`config.mk`:
```
export PLATFORM = sky130hd
export DESIGN_NAME = button_cmd_sched
export DESIGN_NICKNAME = d
export VERILOG_FILES = /design/src/rtl/button_cmd_sched_pkg.sv /design/src/rtl/button_repeat.sv /design/src/rtl/button_cmd_sched.sv
export SDC_FILE = /design/constraint.sdc
export NUM_CORES = 1
export LEC_CHECK = 0
export ABC_AREA = 1
export CORE_MARGIN = 1.5
export CORE_UTILIZATION = 42
export CTS_CLUSTER_DIAMETER = 150
export CTS_CLUSTER_SIZE = 28
export DETAILED_ROUTE_END_ITERATION = 16
export SLEW_MARGIN = 25
export SYNTH_ARGS = -nofsm -noshare
export SYNTH_HDL_FRONTEND = slang
export SYNTH_SLANG_ARGS = --single-unit
```
`constraint.sdc`:
```
create_clock -name clk -period 9.5 [get_ports clk]
set_clock_uncertainty 0.05 [all_clocks]
set_input_delay 0.95 -clock clk [delete_from_list [all_inputs] [get_ports clk]]
set_output_delay 0.95 -clock clk [all_outputs]
set_load 0.02 [all_outputs]
```
`src/rtl/button_cmd_sched_pkg.sv`:
```
// rtl/button_cmd_sched_pkg.sv - shared constants for the button command scheduler
package button_cmd_sched_pkg;

    localparam int NUM_BTN_DEFAULT = 5;

    localparam logic [1:0] RPT_REL   = 2'd0;
    localparam logic [1:0] RPT_DELAY = 2'd1;
    localparam logic [1:0] RPT_RPT   = 2'd2;

    localparam logic SCH_IDLE  = 1'b0;
    localparam logic SCH_OFFER = 1'b1;

    localparam int BTN_C = 0;
    localparam int BTN_U = 1;
    localparam int BTN_L = 2;
    localparam int BTN_R = 3;
    localparam int BTN_D = 4;

endpackage

```
`src/rtl/button_repeat.sv`:
```
// rtl/button_repeat.sv - per-button press edge detection and hold auto-repeat event generator
module button_repeat
    import button_cmd_sched_pkg::*;
#(
    parameter int unsigned REPEAT_DELAY = 50000000,
    parameter int unsigned REPEAT_RATE  = 10000000
) (
    input  logic clk,
    input  logic reset,
    input  logic btn,
    output logic evt
);

    localparam logic [31:0] DELAY_LAST = (REPEAT_DELAY == 0) ? 32'd0 : 32'(REPEAT_DELAY - 1);
    localparam logic [31:0] RATE_LAST  = (REPEAT_RATE == 0) ? 32'd0 : 32'(REPEAT_RATE - 1);
    localparam logic        REPEAT_EN  = (REPEAT_DELAY != 0);

    logic        btn_q;
    logic        armed;
    logic        press;
    logic        delay_hit;
    logic        rate_hit;
    logic [1:0]  state;
    logic [31:0] cnt;

    // armed stays low for the first edge after reset so a held button is not seen as a press
    assign press     = armed & btn & ~btn_q;
    assign delay_hit = btn & (state == RPT_DELAY) & (cnt == DELAY_LAST);
    assign rate_hit  = btn & REPEAT_EN & (state == RPT_RPT) & (cnt == RATE_LAST);
    assign evt       = press | delay_hit | rate_hit;

    always_ff @(posedge clk or posedge reset) begin
        if (reset) begin
            btn_q <= 1'b0;
            armed <= 1'b0;
            state <= RPT_REL;
            cnt   <= '0;
        end else begin
            btn_q <= btn;
            armed <= 1'b1;
            if (!btn) begin
                state <= RPT_REL;
                cnt   <= '0;
            end else begin
                case (state)
                    RPT_REL: begin
                        if (press) begin
                            state <= REPEAT_EN ? RPT_DELAY : RPT_RPT;
                            cnt   <= '0;
                        end
                    end
                    RPT_DELAY: begin
                        if (delay_hit) begin
                            state <= RPT_RPT;
                            cnt   <= '0;
                        end else begin
                            cnt <= cnt + 32'd1;
                        end
                    end
                    RPT_RPT: begin
                        if (!REPEAT_EN || rate_hit) begin
                            cnt <= '0;
                        end else begin
                            cnt <= cnt + 32'd1;
                        end
                    end
                    default: begin
                        state <= RPT_REL;
                        cnt   <= '0;
                    end
                endcase
            end
        end
    end

endmodule

```
`src/rtl/button_cmd_sched.sv`:
```
// rtl/button_cmd_sched.sv - button events to pending/overrun flags and a round-robin command offer
module button_cmd_sched
    import button_cmd_sched_pkg::*;
#(
    parameter int          NUM_BTN      = NUM_BTN_DEFAULT,
    parameter int unsigned REPEAT_DELAY = 50000000,
    parameter int unsigned REPEAT_RATE  = 10000000
) (
    input  logic               clk,
    input  logic               reset,
    input  logic [NUM_BTN-1:0] btn_db,
    input  logic               cmd_ready,
    input  logic               ovr_clr,
    output logic               cmd_valid,
    output logic [2:0]         cmd_id,
    output logic [NUM_BTN-1:0] overrun
);

    logic [NUM_BTN-1:0] evt;
    logic [NUM_BTN-1:0] pending;
    logic [NUM_BTN-1:0] grant_vec;
    logic [NUM_BTN-1:0] ovr_set;
    logic               state;
    logic [2:0]         last_grant;
    logic [2:0]         pick_idx;
    logic               pick_found;

    for (genvar i = 0; i < NUM_BTN; i++) begin : g_btn
        button_repeat #(
            .REPEAT_DELAY (REPEAT_DELAY),
            .REPEAT_RATE  (REPEAT_RATE)
        ) u_repeat (
            .clk   (clk),
            .reset (reset),
            .btn   (btn_db[i]),
            .evt   (evt[i])
        );
    end

    assign cmd_valid = (state == SCH_OFFER);

    always_comb begin
        grant_vec = '0;
        for (int i = 0; i < NUM_BTN; i++) begin
            grant_vec[i] = cmd_valid & cmd_ready & (cmd_id == 3'(i));
        end
    end

    // an event landing on the bit being granted this edge re-arms pending instead of overrunning
    assign ovr_set = evt & pending & ~grant_vec;

    always_comb begin
        pick_found = 1'b0;
        pick_idx   = '0;
        for (int j = 1; j <= NUM_BTN; j++) begin
            if (!pick_found && pending[(int'(last_grant) + j) % NUM_BTN]) begin
                pick_found = 1'b1;
                pick_idx   = 3'((int'(last_grant) + j) % NUM_BTN);
            end
        end
    end

    always_ff @(posedge clk or posedge reset) begin
        if (reset) begin
            pending <= '0;
            overrun <= '0;
        end else begin
            pending <= evt | (pending & ~grant_vec);
            overrun <= (overrun & ~{NUM_BTN{ovr_clr}}) | ovr_set;
        end
    end

    always_ff @(posedge clk or posedge reset) begin
        if (reset) begin
            state      <= SCH_IDLE;
            cmd_id     <= '0;
            last_grant <= 3'(NUM_BTN - 1);
        end else begin
            case (state)
                SCH_IDLE: begin
                    if (pick_found) begin
                        cmd_id     <= pick_idx;
                        last_grant <= pick_idx;
                        state      <= SCH_OFFER;
                    end
                end
                default: begin
                    if (cmd_ready) begin
                        state <= SCH_IDLE;
                    end
                end
            endcase
        end
    end

endmodule

```
### Yosys cells after proc, flatten, opt, wreduce, memory -nomap -nowiden

Index checks and enable logic that the tools add are counted.
Widths: inputs -> output; s select.

| storage, ports and cells | value |
|---|---|
| bits of input ports | 9 |
| flip-flop bits (word level) | 193 |
| output and inout port bits | 9 |
| word-level logic and storage cells | 233 |

| operators by class | value |
|---|---|
| eq/ne operators | 39 |
| muxes and demuxes | 73 |
| divide/modulo/power cells | 5 |
| bitwise logic cells | 60 |
| reduce and logical (&&, ||, !) cells | 20 |
| $add $sub $neg | 10 |
| magnitude comparators | 5 |

Operators by type and width:

| cell | number |
|---|---|
| $mux 32 | 20 |
| $pmux 32 s3 | 5 |
| $add 32x1->32 const B | 5 |
| $eq 32x24->1 const B | 5 |
| $eq 32x26->1 const B | 5 |
| $lt 32x5->1 const B | 5 |
| $mod 32x4->32 const B | 5 |
| $and 1x1->1 | 36 |
| $mux 2 | 15 |
| $ne 3x2->1 const B | 10 |
| $pmux 2 s3 | 5 |
| $and 5x5->5 | 4 |
| $mux 1 | 18 |
| $bmux 1 s3 | 5 |
| $mux 3 | 5 |
| $reduce_and 3->1 | 5 |
| $eq 2x1->1 const B | 5 |
| $eq 2x2->1 const B | 5 |
| $logic_not 2->1 | 5 |
| $ne 2x2->1 const B | 5 |
| $not 5->5 | 2 |
| $or 1x1->1 | 10 |
| $or 5x5->5 | 2 |
| $add 3x2->4 const B | 2 |
| 10 further kinds | 23 |

### Depth between registers and ports, before layout

| logic depth | value |
|---|---|
| depth in word-level cells | 20 |
| mapped depth | 26 |
| gate-level depth less buffers | 26 |

### By module

A second synthesis with hierarchy kept.

| unflattened totals | value |
|---|---|
| cell total of the unflattened synthesis | 2048 |
| area, all modules | 14517.7 µm² |

Modules (own cells, without submodules):

| module | cells each | area an instance (µm²) | times used | sequential area each (µm²) |
|---|---|---|---|---|
| button_repeat | 346 | 2487.4 | 5 | 900.9 |
| button_cmd_sched | 318 | 2080.7 | 1 | 376.6 |

### Least setup slack after synthesis

No wires, ideal clock.

| timing path | value |
|---|---|
| path type | flip-flop to flip-flop |
| start | register, netlist name cmd_id[0] |
| end | register cmd_id[2] |
| library setup time | 0.117 ns |
| required time | 9.333 ns |
| stages on the path, launching flop included | 23 |
| clock period less this slack | 3.385 ns |
| buffers on the path | 0 |
| arrival | 3.218 ns |
| path slack | 6.115 ns |
| path through | dfrtp_1 -> clkinv_1 -> ha_1 -> ha_1 -> nor2_1 -> nand2_1 -> nand2_1 -> xor2_1 -> ha_1 -> inv_1 -> or2_2 -> nand2_2 -> nand2_2 -> nand2_1 -> nor2_1 -> a21oi_1 -> inv_1 -> nand2_1 -> nand2_2 -> o21ai_4 -> inv_2 -> nand2_2 -> nand2_1 |

RTL lines:

| what | RTL line | text |
|---|---|---|
| end signal: assignment | button_cmd_sched.sv:82 | `cmd_id <= pick_idx;` |
| end: declaration | button_cmd_sched.sv:15 | `output logic [2:0] cmd_id,` |

==> results.cfg <==
[synthesis]
synth_top_flop_cell = dfrtp_1
synthTopCellsByArea = dfrtp_1, nand2_1, inv_1, xor2_1, ha_1
synth-async-reset-ratio_pct = 100.0
netlist-cell-type-count = 56
synthesis.nets = 1709
yosys.area.top_type = dfrtp_1
synthTopCellsByCount = nand2_1, inv_1, dfrtp_1, nor2_1, nand3_1
cell_area_after_synthesis_mm2 = 0.01250
syn_inst = 1656
number_of_flops_mapped_to_enable_cells_by_yosys = 0
postSynthRegisterBits = 191
yosys_warnings = 0
post-synth-top-area-fraction_pct = 38.02
ys_seq_area_share_pct = 38.23
post-synth-top-count-cell = nand2_1
synth.avg_cell_area_um2 = 7.551

[timing]
max_freq_mhz = 220.5
maxSlewHeadroom_pct = 33.49
setup_ws_ns = 4.965
period_needed_ns = 4.535
timing.setup.tns_ns = 0
report.final.slew_viol_count = 0
tightest_slew_ns = 0.9939
finalSetupViolations = 0
final.hold.worst_slack_ns = 0.4582
hold_viol = 0
rsz0062_at_grt = no
period_share_pct = 47.74

[flow_run]
max_cap_viol_count = 0

[global_routing]
global_route_usage_sum_pct = 20.01
gr-total-overflow = 0
grt_max_degree = 132
antenna_found_initial = 0
grt_pass1_vias = 10607
grt_first_pass_wirelength_um = 50830

[place]
dp_worst_setup_slack_ns = 4.639
post-place-cells = 2025
dp_hpwl_um = 20780
postPlaceCellArea_mm2 = 0.01303
port_buffers = 17
gp_congestion = 0.8881

[critical_path]
r2r-start = cmd_id[0]
crit_path_end_kind = flop
critical_path_arrival_ns = 4.82
r2r_slack_ns = 4.96
worst-setup-path-type = flop to flop
highest_fanout_seen_on_the_critical_path = 19
critPathLaunch = cmd_id[0]
setup.worst_path.start_class = flop
worst-endpoint-required_ns = 9.79

[final_layout]
antennaDiodeCount = 0
final_util_pct = 46.92
final_cells = 2055
regArea_mm2 = 0.004781
final_net_count = 1713
layout-area-overhead-vs-synth_pct = 8.855
n_fill_cell = 2841
multiInputGateArea_mm2 = 0.006615
drive_above_1_share_pct = 7.181
final_design_area_no_fill_mm2 = 0.01361

[route]
drt_wl_total_um = 29200
final_antenna_net_count = 0
via_per_inst = 5.393
vias = 11082
post-route-drc-count = 0
first_pass_iters = 5
drt-wirelength-per-cell_um = 14.21
routed-wl-met2_um = 13860
drt_first_iter_violations = 783
dr_wl_met3_um = 782
m1WireLength_um = 14070
top_signal_layer_used = met4

[die]
fp.coreArea_mm2 = 0.02901
initial_core_utilization_pct = 43.10
height_of_the_die_um = 175.5
i_o_pin_cnt = 18
row_count = 62
die-width_um = 175.5
die_area_mm2 = 0.03082

[clock_network]
ctsLongestPathBuffers = 2
cts_setup_buffers = 0
root_buffer = clkbuf_16
worstSkewPairLatency_ns = 0.45
path_clk_slew_ns = 0.07
holdBufCountCts = 0
cts-htree-levels = 4
cts_buffers = 17
clock_sinks = 191
cts.repair.resized = 0
tritoncts = built

[hold_path]
min_path_type = flop to flop
hold_start = g_btn[2].u_repeat.cnt[0]

[power]
totalPowerFinal_mw = 3.000
power.density_mw_per_mm2 = 220.4
vdd_ir_drop_max_v = 0.0001881
p_leak_nw = 5.506

[status]
run_status = completed
kinds of logic after synthesis:
family                   after synthesis  share of synthesized area, %
other                                  1                       0.02999
AND/OR/NAND/NOR                      775                         29.75
buffers and inverters                289                         8.865
XOR/XNOR                              69                         4.833
adder cells (fa/ha/maj)               44                         4.403
AO/OA/AOI/OAI                        287                         13.89
flip-flops                           191                         38.23
worst max-delay path, cell delays in order, from the launching register on:
cell,delay (ns)
dfrtp_1,0.82
clkinv_1,0.52
ha_1,0.59
ha_1,0.27
nor2_1,0.10
nand2_1,0.07
nand2_1,0.08
xor2_1,0.26
ha_1,0.21
inv_1,0.05
or2_2,0.27
nand2_2,0.10
nand2_2,0.08
nand2_1,0.07
nor2_1,0.03
a21oi_1,0.17
inv_1,0.08
nand2_1,0.07
nand2_2,0.09
o21ai_4,0.23
inv_2,0.07
nand2_2,0.08
nand2_1,0.04
flip-flops by register name (all words and copies together), names as in the netlist:
signal	cells
cmd_valid	1
g_btn.u_repeat.state	10
g_btn.u_repeat.cnt	160
g_btn.u_repeat.btn_q	5
pending	5
g_btn.u_repeat.armed	1
last_grant	1
overrun	5
cmd_id	3
cell type report:
| type | count | share of cell area [%] |
|---|---|---|
| flip-flops and latches | 191 | 35.12 |
| multi-input cells | 1176 | 48.60 |
| well taps | 384 | 3.530 |
| clock buffers | 21 | 3.383 |
| clock inverters | 9 | 0.8273 |
| repair buffers | 21 | 1.471 |
| inverters | 253 | 7.069 |
worst paths after layout:
kind | depth (start not counted) | endpoint
hold reg to reg | 1 | g_btn[2].u_repeat.cnt[0]
min in group asynchronous | 2 | g_btn[2].u_repeat.cnt[21]
setup / recovery | 22 | cmd_id[2]
hold / removal | 1 | g_btn[2].u_repeat.cnt[0]
max in group asynchronous | 3 | g_btn[1].u_repeat.cnt[18]
setup reg to reg | 22 | cmd_id[2]
metal layers:
metal | vias up | GRT usage [%]
li1 | 5597 | -
met1 | 5296 | 26.23
met4 | 0 | 5.876
met3 | 40 | 3.225
met5 | - | 0
met2 | 149 | 33.98
cell usage in the layout (no fill, tap or decap), types with 12 or more instances in the layout:
| master | synthesis | layout |
|---|---|---|
| nand2_1 | 325 | 325 |
| inv_1 | 235 | 234 |
| dfrtp_1 | 190 | 190 |
| nor2_1 | 129 | 129 |
| nand3_1 | 108 | 108 |
| o21ai_0 | 90 | 90 |
| o22ai_1 | 84 | 84 |
| xor2_1 | 65 | 65 |
| nor3_1 | 51 | 51 |
| nand4_1 | 48 | 48 |
| ha_1 | 44 | 44 |
| a21oi_1 | 42 | 42 |
| nor4_1 | 37 | 37 |
| nand2_2 | 19 | 19 |
| clkbuf_16 | 0 | 17 |
| clkdlybuf4s50_1 | 0 | 17 |
| inv_2 | 15 | 15 |
| o32ai_1 | 12 | 12 |
| o31ai_1 | 12 | 12 |
power breakdown:
group          switching, mW  internal [mW]
combinational          0.906          0.419
sequential            0.0836          0.870
clock                  0.323          0.399
Note: power is estimated with default switching activity, not from simulation.
